==> config.mk <==
export PLATFORM = sky130hd
export DESIGN_NAME = gouram_trace_stream_flat
export DESIGN_NICKNAME = d
export VERILOG_FILES = /design/src/rtl/gouram_trace_stream_pkg.sv /design/src/rtl/gouram_trace_stream_if.sv /design/src/rtl/gouram_trace_stream_fifo.sv /design/src/rtl/gouram_trace_stream.sv /design/src/flat_wrapper.sv
export SDC_FILE = /design/constraint.sdc
export NUM_CORES = 1
export LEC_CHECK = 0
export BUFFER_PORTS_ARGS = -buffer_cell sky130_fd_sc_hd__buf_2
export CORE_MARGIN = 5
export CORE_UTILIZATION = 29
export DETAILED_ROUTE_END_ITERATION = 7
export PLACE_DENSITY = 0.53
export SYNTH_ARGS = -nofsm -noshare
export SYNTH_HDL_FRONTEND = slang
export SYNTH_SLANG_ARGS = --single-unit
==> constraint.sdc <==
create_clock -name clk -period 15.8 [get_ports clk]
set_input_delay 3.16 -clock clk [delete_from_list [all_inputs] [get_ports clk]]
set_output_delay 3.16 -clock clk [all_outputs]
set_load 0.01 [all_outputs]
==> src/rtl/gouram_trace_stream_pkg.sv <==
`default_nettype none
// ============================================================================
// Module      : gouram_datatypes (package)
// Description : Shared types, default widths and helpers for the Gouram trace
//               stream: FSM state type, beat-count helper and the default
//               trace record format with pack/unpack helpers.
// Ports       : none (package)
// Revision    : 1.0 - initial release
// ============================================================================
package gouram_datatypes;

  localparam int DEF_INSTR_DATA_WIDTH = 32;
  localparam int DEF_DATA_ADDR_WIDTH  = 32;
  localparam int DEF_TIME_WIDTH       = 32;
  localparam int DEF_TDATA_WIDTH      = 32;
  localparam int DEF_FIFO_DEPTH       = 8;

  typedef enum logic [0:0] {
    IDLE = 1'b0,
    OPEN = 1'b1
  } trace_state_e;

  // Number of output beats needed to carry record_w bits (ceiling division).
  function automatic int trace_beats(input int record_w, input int tdata_w);
    return (record_w + tdata_w - 1) / tdata_w;
  endfunction

  // Record format at the default widths, MSB-first: instr | addr | t_start | t_end.
  typedef struct packed {
    logic [DEF_INSTR_DATA_WIDTH-1:0] instr;
    logic [DEF_DATA_ADDR_WIDTH-1:0]  addr;
    logic [DEF_TIME_WIDTH-1:0]       t_start;
    logic [DEF_TIME_WIDTH-1:0]       t_end;
  } trace_format;

  localparam int TRACE_FORMAT_W = $bits(trace_format);

  function automatic logic [TRACE_FORMAT_W-1:0] trace_pack(input trace_format rec);
    return rec;
  endfunction

  function automatic trace_format trace_unpack(input logic [TRACE_FORMAT_W-1:0] vec);
    return trace_format'(vec);
  endfunction

endpackage
`default_nettype wire

==> src/rtl/gouram_trace_stream_if.sv <==
`default_nettype none
// ============================================================================
// Module      : gouram_trace_stream_if
// Description : Valid/ready beat stream carrying serialized trace records.
// Signals     : m_tvalid (beat valid), m_tready (sink accepts),
//               m_tdata [TDATA_WIDTH] (beat data), m_tlast (final beat)
// Modports    : master (trace source), slave (trace sink)
// Revision    : 1.0 - initial release
// ============================================================================
interface gouram_trace_stream_if
  import gouram_datatypes::*;
#(
  parameter int TDATA_WIDTH = DEF_TDATA_WIDTH
);

  logic                   m_tvalid;
  logic                   m_tready;
  logic [TDATA_WIDTH-1:0] m_tdata;
  logic                   m_tlast;

  modport master (
    output m_tvalid,
    output m_tdata,
    output m_tlast,
    input  m_tready
  );

  modport slave (
    input  m_tvalid,
    input  m_tdata,
    input  m_tlast,
    output m_tready
  );

endinterface
`default_nettype wire

==> src/rtl/gouram_trace_stream_fifo.sv <==
`default_nettype none
// ============================================================================
// Module      : gouram_trace_fifo
// Description : Synchronous FIFO for trace records. A push is accepted when
//               the FIFO is not full, or when a pop completes in the same
//               cycle. Read data is the current head (show-ahead).
// Ports       : clk, rst_n (async active-low), push_i, wdata_i [WIDTH],
//               pop_i, rdata_o [WIDTH], full_o, empty_o
// Revision    : 1.0 - initial release
// ============================================================================
module gouram_trace_fifo #(
  parameter int WIDTH = 128,
  parameter int DEPTH = 8
) (
  input  logic             clk,
  input  logic             rst_n,
  input  logic             push_i,
  input  logic [WIDTH-1:0] wdata_i,
  input  logic             pop_i,
  output logic [WIDTH-1:0] rdata_o,
  output logic             full_o,
  output logic             empty_o
);

  localparam int AW = $clog2(DEPTH);

  logic [WIDTH-1:0] mem_q [DEPTH];
  logic [AW-1:0]    wr_ptr_q;
  logic [AW-1:0]    rd_ptr_q;
  logic [AW:0]      count_q;
  logic             do_pop;
  logic             do_push;

  assign empty_o = (count_q == '0);
  assign full_o  = (count_q == (AW+1)'(DEPTH));
  assign do_pop  = pop_i && !empty_o;
  // When full, the slot being pushed into is the one being popped this cycle.
  assign do_push = push_i && (!full_o || do_pop);

  always_ff @(posedge clk or negedge rst_n) begin
    if (!rst_n) begin
      wr_ptr_q <= '0;
      rd_ptr_q <= '0;
      count_q  <= '0;
    end else begin
      if (do_push) wr_ptr_q <= wr_ptr_q + AW'(1);
      if (do_pop)  rd_ptr_q <= rd_ptr_q + AW'(1);
      if (do_push && !do_pop)      count_q <= count_q + (AW+1)'(1);
      else if (do_pop && !do_push) count_q <= count_q - (AW+1)'(1);
    end
  end

  // Storage carries no reset; occupancy is tracked by the pointers/count.
  always_ff @(posedge clk) begin
    if (do_push) mem_q[wr_ptr_q] <= wdata_i;
  end

  assign rdata_o = mem_q[rd_ptr_q];

endmodule
`default_nettype wire

==> src/rtl/gouram_trace_stream.sv <==
`default_nettype none
// ============================================================================
// Module      : gouram_trace_stream
// Description : Builds trace records {instr, addr, t_start, t_end} from
//               start/end events, timestamps them with a free-running
//               counter, buffers them in a FIFO and emits each record as
//               BEATS beats of TDATA_WIDTH on a valid/ready stream.
// Ports       : clk, rst_n (async active-low)
//               ev_start, ev_instr, ev_addr, ev_end   - event inputs
//               trace_m (gouram_trace_stream_if.master) - beat stream
//               overflow  - sticky, a record was dropped (FIFO full)
//               proto_err - sticky, ev_start while OPEN or ev_end while IDLE
//               drop_count [16] - saturating drop counter
// Config      : GOURAM_TRACE_DROP_CNT_EN adds the drop_count port and logic.
// Revision    : 1.0 - initial release
// ============================================================================
module gouram_trace_stream
  import gouram_datatypes::*;
#(
  parameter int INSTR_DATA_WIDTH = DEF_INSTR_DATA_WIDTH,
  parameter int DATA_ADDR_WIDTH  = DEF_DATA_ADDR_WIDTH,
  parameter int TIME_WIDTH       = DEF_TIME_WIDTH,
  parameter int TDATA_WIDTH      = DEF_TDATA_WIDTH,
  parameter int FIFO_DEPTH       = DEF_FIFO_DEPTH
) (
  input  logic                        clk,
  input  logic                        rst_n,
  input  logic                        ev_start,
  input  logic [INSTR_DATA_WIDTH-1:0] ev_instr,
  input  logic [DATA_ADDR_WIDTH-1:0]  ev_addr,
  input  logic                        ev_end,
  gouram_trace_stream_if.master       trace_m,
  output logic                        overflow,
  output logic                        proto_err
`ifdef GOURAM_TRACE_DROP_CNT_EN
  ,
  output logic [15:0]                 drop_count
`endif
);

  localparam int RECORD_W = INSTR_DATA_WIDTH + DATA_ADDR_WIDTH + 2*TIME_WIDTH;
  localparam int BEATS    = trace_beats(RECORD_W, TDATA_WIDTH);
  localparam int BEAT_W   = (BEATS > 1) ? $clog2(BEATS) : 1;
  localparam int PADDED_W = BEATS * TDATA_WIDTH;
  localparam int PAD_BITS = PADDED_W - RECORD_W;

  // --------------------------------------------------------------------------
  // Timestamp
  // --------------------------------------------------------------------------
  logic [TIME_WIDTH-1:0] ts_q;

  always_ff @(posedge clk or negedge rst_n) begin
    if (!rst_n) ts_q <= '0;
    else        ts_q <= ts_q + TIME_WIDTH'(1);
  end

  // --------------------------------------------------------------------------
  // Record builder FSM
  // --------------------------------------------------------------------------
  trace_state_e                state_q;
  logic [INSTR_DATA_WIDTH-1:0] instr_q;
  logic [DATA_ADDR_WIDTH-1:0]  addr_q;
  logic [TIME_WIDTH-1:0]       t_start_q;
  logic                        proto_err_q;

  always_ff @(posedge clk or negedge rst_n) begin
    if (!rst_n) begin
      state_q     <= IDLE;
      instr_q     <= '0;
      addr_q      <= '0;
      t_start_q   <= '0;
      proto_err_q <= 1'b0;
    end else begin
      case (state_q)
        IDLE: begin
          if (ev_start) begin
            state_q   <= OPEN;
            instr_q   <= ev_instr;
            addr_q    <= ev_addr;
            t_start_q <= ts_q;
          end else if (ev_end) begin
            proto_err_q <= 1'b1;
          end
        end
        OPEN: begin
          if (ev_end) begin
            // Simultaneous start re-opens immediately with the same timestamp.
            if (ev_start) begin
              instr_q   <= ev_instr;
              addr_q    <= ev_addr;
              t_start_q <= ts_q;
            end else begin
              state_q <= IDLE;
            end
          end else if (ev_start) begin
            proto_err_q <= 1'b1;
          end
        end
        default: state_q <= IDLE;
      endcase
    end
  end

  assign proto_err = proto_err_q;

  // --------------------------------------------------------------------------
  // Record FIFO
  // --------------------------------------------------------------------------
  logic                push_w;
  logic [RECORD_W-1:0] record_w;
  logic [RECORD_W-1:0] head_w;
  logic                fifo_full_w;
  logic                fifo_empty_w;
  logic                pop_w;
  logic                drop_w;

  assign push_w   = (state_q == OPEN) && ev_end;
  assign record_w = {instr_q, addr_q, t_start_q, ts_q};

  gouram_trace_fifo #(
    .WIDTH (RECORD_W),
    .DEPTH (FIFO_DEPTH)
  ) u_fifo (
    .clk     (clk),
    .rst_n   (rst_n),
    .push_i  (push_w),
    .wdata_i (record_w),
    .pop_i   (pop_w),
    .rdata_o (head_w),
    .full_o  (fifo_full_w),
    .empty_o (fifo_empty_w)
  );

  assign drop_w = push_w && fifo_full_w && !pop_w;

  logic overflow_q;

  always_ff @(posedge clk or negedge rst_n) begin
    if (!rst_n)      overflow_q <= 1'b0;
    else if (drop_w) overflow_q <= 1'b1;
  end

  assign overflow = overflow_q;

`ifdef GOURAM_TRACE_DROP_CNT_EN
  logic [15:0] drop_cnt_q;

  always_ff @(posedge clk or negedge rst_n) begin
    if (!rst_n) begin
      drop_cnt_q <= '0;
    end else if (drop_w && (drop_cnt_q != 16'hFFFF)) begin
      drop_cnt_q <= drop_cnt_q + 16'd1;
    end
  end

  assign drop_count = drop_cnt_q;
`endif

  // --------------------------------------------------------------------------
  // Serializer
  // The head record lives in FIFO storage and stays put until its last beat
  // is accepted, so beats are selected from registered state only: tvalid
  // depends on occupancy, never on m_tready, and data holds during stalls.
  // --------------------------------------------------------------------------
  logic [BEAT_W-1:0]   beat_q;
  logic [BEAT_W-1:0]   beat_d;
  logic                xfer_w;
  logic                last_w;
  logic [PADDED_W-1:0] padded_w;
  logic [PADDED_W-1:0] shifted_w;

  assign xfer_w = trace_m.m_tvalid && trace_m.m_tready;
  assign last_w = (beat_q == BEAT_W'(BEATS - 1));
  assign pop_w  = xfer_w && last_w;

  always_comb begin
    beat_d = beat_q;
    if (xfer_w) beat_d = last_w ? '0 : beat_q + BEAT_W'(1);
  end

  always_ff @(posedge clk or negedge rst_n) begin
    if (!rst_n) beat_q <= '0;
    else        beat_q <= beat_d;
  end

  // Left-align the record so the zero padding lands in the last beat's LSBs.
  assign padded_w  = PADDED_W'(head_w) << PAD_BITS;
  assign shifted_w = padded_w << (beat_q * TDATA_WIDTH);

  assign trace_m.m_tvalid = !fifo_empty_w;
  assign trace_m.m_tdata  = fifo_empty_w ? '0 : shifted_w[PADDED_W-1 -: TDATA_WIDTH];
  assign trace_m.m_tlast  = !fifo_empty_w && last_w;

endmodule
`default_nettype wire

==> src/flat_wrapper.sv <==
// flat-port wrapper written by rule: the top's interface ports become plain ports
module gouram_trace_stream_flat import gouram_datatypes::*;
#(
  parameter int INSTR_DATA_WIDTH = DEF_INSTR_DATA_WIDTH,
  parameter int DATA_ADDR_WIDTH  = DEF_DATA_ADDR_WIDTH,
  parameter int TIME_WIDTH       = DEF_TIME_WIDTH,
  parameter int TDATA_WIDTH      = DEF_TDATA_WIDTH,
  parameter int FIFO_DEPTH       = DEF_FIFO_DEPTH
)
  (clk, rst_n, ev_start, ev_instr, ev_addr, ev_end, overflow, proto_err, trace_m_m_tvalid, trace_m_m_tdata, trace_m_m_tlast, trace_m_m_tready);
  gouram_trace_stream_if #(.TDATA_WIDTH(TDATA_WIDTH)) trace_m_i ();
  input  logic clk;
  input  logic rst_n;
  input  logic ev_start;
  input  logic [INSTR_DATA_WIDTH-1:0] ev_instr;
  input  logic [DATA_ADDR_WIDTH-1:0] ev_addr;
  input  logic ev_end;
  output logic overflow;
  output logic proto_err;
  output wire logic [$bits(trace_m_i.m_tvalid)-1:0] trace_m_m_tvalid;
  output wire logic [$bits(trace_m_i.m_tdata)-1:0] trace_m_m_tdata;
  output wire logic [$bits(trace_m_i.m_tlast)-1:0] trace_m_m_tlast;
  input wire logic [$bits(trace_m_i.m_tready)-1:0] trace_m_m_tready;
  assign trace_m_m_tvalid = trace_m_i.m_tvalid;
  assign trace_m_m_tdata = trace_m_i.m_tdata;
  assign trace_m_m_tlast = trace_m_i.m_tlast;
  assign trace_m_i.m_tready = trace_m_m_tready;
  gouram_trace_stream #(.INSTR_DATA_WIDTH(INSTR_DATA_WIDTH), .DATA_ADDR_WIDTH(DATA_ADDR_WIDTH), .TIME_WIDTH(TIME_WIDTH), .TDATA_WIDTH(TDATA_WIDTH), .FIFO_DEPTH(FIFO_DEPTH)) u_core (.clk(clk), .rst_n(rst_n), .ev_start(ev_start), .ev_instr(ev_instr), .ev_addr(ev_addr), .ev_end(ev_end), .trace_m(trace_m_i), .overflow(overflow), .proto_err(proto_err));
endmodule
Yosys cells after proc, flatten, opt, wreduce, memory -nomap -nowiden:

Memory sizes are Yosys's and may differ from the RTL's.
Index checks and enable logic that the tools add are counted.
W data, S select, Z words.

* flip-flop bits (word level): 143
* bits in latches: 0
* bits in writable memories: 1024
* ROM bits: 0
* input port bits: 69
* output and inout port bits: 36
* word-level logic and storage cells: 69
* memories: 1

* $add $sub $neg: 6
* multipliers: 0
* div/mod/pow operators: 0
* magnitude comparators: 0
* equality and inequality tests: 7
* shift operators: 1
* muxes and demuxes: 23
* bitwise logic cells: 1
* reductions and logical operators: 19

Memories
* u_core.u_fifo.mem_q: words 8, bits a word 128, read ports 1, clocked after memory_dff 0, wr ports 1, line gouram_trace_stream_fifo.sv:27 `logic [WIDTH-1:0] mem_q [DEPTH];`

Operator list (count)
* $mux W32: 7
* $pmux W32 S2: 3
* $shl A128 B7 Y128: 1
* $add A32 B1 Y32 const B: 1
* $logic_and A1 B1 Y1: 10
* $ne A2 B2 Y1 const B: 5
* $mux W1: 8
* $mux W4: 2
* $add A3 B1 Y3 const B: 2
* $logic_not A1 Y1: 5
* $add A4 B1 Y4 const B: 1
* $eq A4 B4 Y1 const B: 1
* $logic_not A4 Y1: 1
* $pmux W1 S2: 2
* $reduce_and A4 Y1: 1
* $sub A4 B1 Y4 const B: 1
* $add A2 B1 Y2 const B: 1
* $eq A2 B2 Y1 const B: 1
* $mux W2: 1
* $reduce_bool A2 Y1: 1
* $logic_or A1 B1 Y1: 1
* $not A1 Y1: 1

Logic depth before layout (Yosys ltp):

* depth in word-level cells: 11
* mapped depth: 13
* depth with buffers taken out: 13

Cells and area by module:

From an unflattened synthesis, not the netlist that was laid out.

* cells, all modules: 1962
* area total of the unflattened synthesis: 45302.2 sq um

Modules (own cells, without submodules)
* gouram_trace_fifo: times used 1, cells an instance 1543, area each 39088.7 sq um, sequential area each 30999.7 sq um
* gouram_trace_stream: times used 1, cells an instance 419, area each 6213.5 sq um, sequential area each 3328.2 sq um

Least setup slack after synthesis:

OpenSTA, ideal clock, no wires.

* path kind: input port to flip-flop
* from: input ev_end
* to: memory u_core.u_fifo.mem_q[0][0], enable pin
* library setup time: 0.928 ns
* data arrival time: 15.493 ns
* data required time: 14.872 ns
* setup slack: -0.621 ns
* stages on the path: 3
* buffers on the path: 0
* cells stage by stage: ha_1 nand2_1 nor4_1

* cells in the longest elaborated chain, start to end: 4

Ends and longest elaborated chain
* from (decl): line flat_wrapper.sv:17 `input logic ev_end;`
* $logic_and A1 B1 Y1: line gouram_trace_stream.sv:117 `assign push_w = (state_q == OPEN) && ev_end;`
* $logic_and A1 B1 Y1: line gouram_trace_stream_fifo.sv:38 `assign do_push = push_i && (!full_o || do_pop);`
* $mux W1: line gouram_trace_stream_fifo.sv:55 `if (do_push) mem_q[wr_ptr_q] <= wdata_i;`
* $mux W1 (implied by the code): line gouram_trace_stream_fifo.sv:55
* to (decl): line gouram_trace_stream_fifo.sv:27

Every way passes these cells.

Worst setup path after layout:

* from: register u_core.u_fifo.rd_ptr_q[1]
* to: output trace_m_m_tdata[25]

* cells in the longest elaborated chain, start to end: 3

Ends and longest elaborated chain
* from (decl): line gouram_trace_stream_fifo.sv:29 `logic [AW-1:0] rd_ptr_q;`
* from (signal assigned): line gouram_trace_stream_fifo.sv:47 `if (do_pop) rd_ptr_q <= rd_ptr_q + AW'(1);`
* $mem_v2 Z8 W128
* $shl A128 B7 Y128: line gouram_trace_stream.sv:188 `assign shifted_w = padded_w << (beat_q * TDATA_WIDTH);`
* $mux W32: line gouram_trace_stream.sv:191 `assign trace_m.m_tdata = fifo_empty_w ? '0 : shifted_w[PADDED_W-1 -: TDATA_WIDTH];`
* to (decl): line flat_wrapper.sv:21 `output wire logic [$bits(trace_m_i.m_tdata)-1:0] trace_m_m_tdata;`

Every way passes these cells.

==> reports/summary.txt <==
Status: complete, no violations
Final Cycle Share: 0.477
Max-Cap Viols: 0
Vias in the first global route: 21,800
XOR/XNOR Fraction of Synth Area: 0.00763
Layout fillers: 14,300
Clock transition at path regs: 60 ps
CTS H-Tree Depth: 3
Period minus WS final: 7540 ps
Mapped Area: 44,800 um^2
Maximum vdd drop: 0.000141 V
Seq/Total Area, Yosys: 0.766
Synth Area in Compound Gates: 0.0199
Most frequent cell after synthesis: edfxtp_1
Post-synthesis mux area share: 0.177
TritonCTS Buffers: 117
Maximum clock path buffer count: 3
CTS tree: yes
#FFs+latches synth: 1,167
# placed instances: 4,071
Commonest cells in the synthesized netlist: edfxtp_1 (1,024), mux4_2 (256), mux2_2 (172), dfrtp_1 (143), buf_2 (38)
Crit-path slowest cell: dfrtp_4
Setup bufs post-CTS: 0
Core Area: 154,000 um^2
Die height: 403 um
Routed wire per std cell: 24.9 um
Crit-path cells: buf_12 -> mux4_2 -> mux2_2 -> o221ai_1 -> a21oi_1 -> buf_2
Worst hold slack: 475 ps
First-pass GRT wire length: 156 mm
Crit path kind: reg -> out
Final instance area: 51,700 um^2
Predominant post-synthesis flop cell: edfxtp_1
Max Freq: 133 MHz
Port-buffer cells: 104
TNS Setup: 0 ps
Final GP Congestion: 0.684
DRT met1 WL: 48.1 mm
Final ANT Viol Nets: 0
WP data arrival: 4380 ps
CP endpoint kind: output port
Largest family of logic cells by synthesized area: multiplexers
Std cell rows: 144
Finished Layout Cells: 4,297
CP max FO: 108
Worst Tran Pin Value: 1230 ps
Post-DP Area: 47,800 um^2
Final setup margin: 8260 ps
Setup Slack @ Placement: 8870 ps
Final setup viols: 0
Crit path largest cell delay: 920 ps
Dpl hpwl: 56.0 mm
Total grt overflow: 0
WHS Path Cells: 1
Setup Skew: 37.3 ps
Share of cells above drive strength 1: 0.353
Die Wd: 403 um
CTS root buf: clkbuf_16
Syn_area_per_cell: 22.4 um^2
Met2 WL: 50.2 mm
Unrepaired setup endpoints after global routing: no
Critical Path Source Type: register
Syn-to-layout area delta: 15.5%
Initial Utilization: 0.291
P per Cell Area: 178 nW/um^2
Resize count post-CTS: 0
Highest metal used: met5
Worst rel slew slack: 0.182
Nets: 2,225
I/O pins: 105
Simple-gate share of the synthesized area: 0.0124
Max-slew violations: 0
CTS Hold Bufs: 0
Largest net degree at the start of global routing: 115
Initial antenna violation count: 8
EDFF count, synth: 1,024
Final Hold Fails: 0
Syn nets: 2,076
Leakage power: 16.4 nW
Worst EP required: 12,640 ps
Cell type with the largest total area after synthesis: edfxtp_1
Hold WC Path Type: reg -> reg
Clk sinks: 1,167
Share of the synthesized area in the top cell type: 0.686
Post-Synth Adder-Cell Area: 0.00296
Total track usage: 0.130
Drt via density: 4.77
DR vias: 20,500
Worst reg2reg path depth: 10
Yosys Warn Count: 0
Clk_lat worst skew: 720 ps
Synth Instances: 1,997
Die area: 162,000 um^2
Pre-antenna DRT Iters: 5
Met3 Routed Length: 6.42 mm
Synth top area cells: edfxtp_1 (69%), mux4_2 (13%), dfrtp_1 (8.0%)
DRT iter0 DRCs: 1,501
Post-route DRC: 0
Count of cell types in the netlist: 39
Total Wirelength: 107 mm
Ys async rst share: 0.123
-- metrics by stage --
stage / power (mW) / util
after floorplan: 5.70 / -
after global placement: 6.52 / 0.310
after detailed placement: 6.57 / 0.310
after CTS: 9.39 / 0.336
after global routing: 9.67 / 0.336
final: 9.23 / 0.336
-- kinds of logic (layout without fill, tap and decap cells) --
kind of cell,after synthesis,count (layout)
other cells,0,3
buf+inv,114,367
fa+ha+maj,10,10
mux,452,452
xor+xnor,39,39
compound gates,103,103
simple gates,112,112
flops,1167,1167
-- state kept, by name, summed over array words and instances (netlist names) --
name                    count
u_core.state_q              1
u_core.t_start_q           32
u_core.beat_q               2
u_core.u_fifo.rd_ptr_q      3
u_core.u_fifo.wr_ptr_q      3
u_core.u_fifo.mem_q      1024
u_core.ts_q                32
u_core.u_fifo.count_q       4
u_core.overflow             1
u_core.addr_q              32
u_core.instr_q             32
u_core.proto_err            1
-- path summary, 6_finish.rpt --
path	startpoint	end	slack, ps
hold reg to reg	u_core.proto_err	u_core.proto_err	470
hold / removal	u_core.proto_err	u_core.proto_err	470
max in group asynchronous	rst_n	u_core.instr_q[31]	12010
setup reg to reg	u_core.beat_q[0]	u_core.u_fifo.mem_q[6][64]	10610
setup / recovery	u_core.u_fifo.rd_ptr_q[1]	trace_m_m_tdata[25]	8260
min in group asynchronous	rst_n	u_core.t_start_q[31]	2390
-- where the power goes --
group          leakage (nW)  switching (mW)  internal [mW]
sequential             10.7           0.230           3.74
clock                  1.96            1.16           1.64
combinational          3.71            1.37           1.08
total                  16.4            2.77           6.46
-- cell usage in the layout (no fill, tap or decap), drive strengths merged, types with 5 or more instances in the layout --
cell       n
a22oi      8
a21oi     25
nand4      9
a221oi    24
dfrtp    143
inv        9
ha         9
clkinv    46
nand2b     5
xnor2     31
nand3     11
a31oi      8
nand2     27
mux2i     24
clkbuf   164
mux4     256
nor2      34
o221ai    32
edfxtp  1024
mux2     172
bufinv     9
and3       6
xor2       8
nor3      10
buf      136
-- critical path: cells and delay by family (launching register included) --
kind | cells | cell delay (ps)
DFF | 1 | 920
muxes | 2 | 510
buffers and inverters | 2 | 910
AOI/OAI and AO/OA | 2 | 1120
-- routing by layer --
metal,GRT usage,up-vias
met5,0,-
met4,0.0286,4
met3,0.0269,139
met2,0.206,475
met1,0.186,11200
li1,-,8669
-- final cells by class --
cell class,instances,area (um^2),share of cell area
inverter,7,26.3,0.000508
timing repair buffer,137,890,0.0172
clock inverter,60,601,0.0116
tap,2044,2560,0.0494
sequential,1167,34300,0.664
multi-input combinational,716,9940,0.192
antenna,3,7.51,0.000145
clock buffer,163,3370,0.0652
Note: power is estimated with default switching activity, not from simulation.
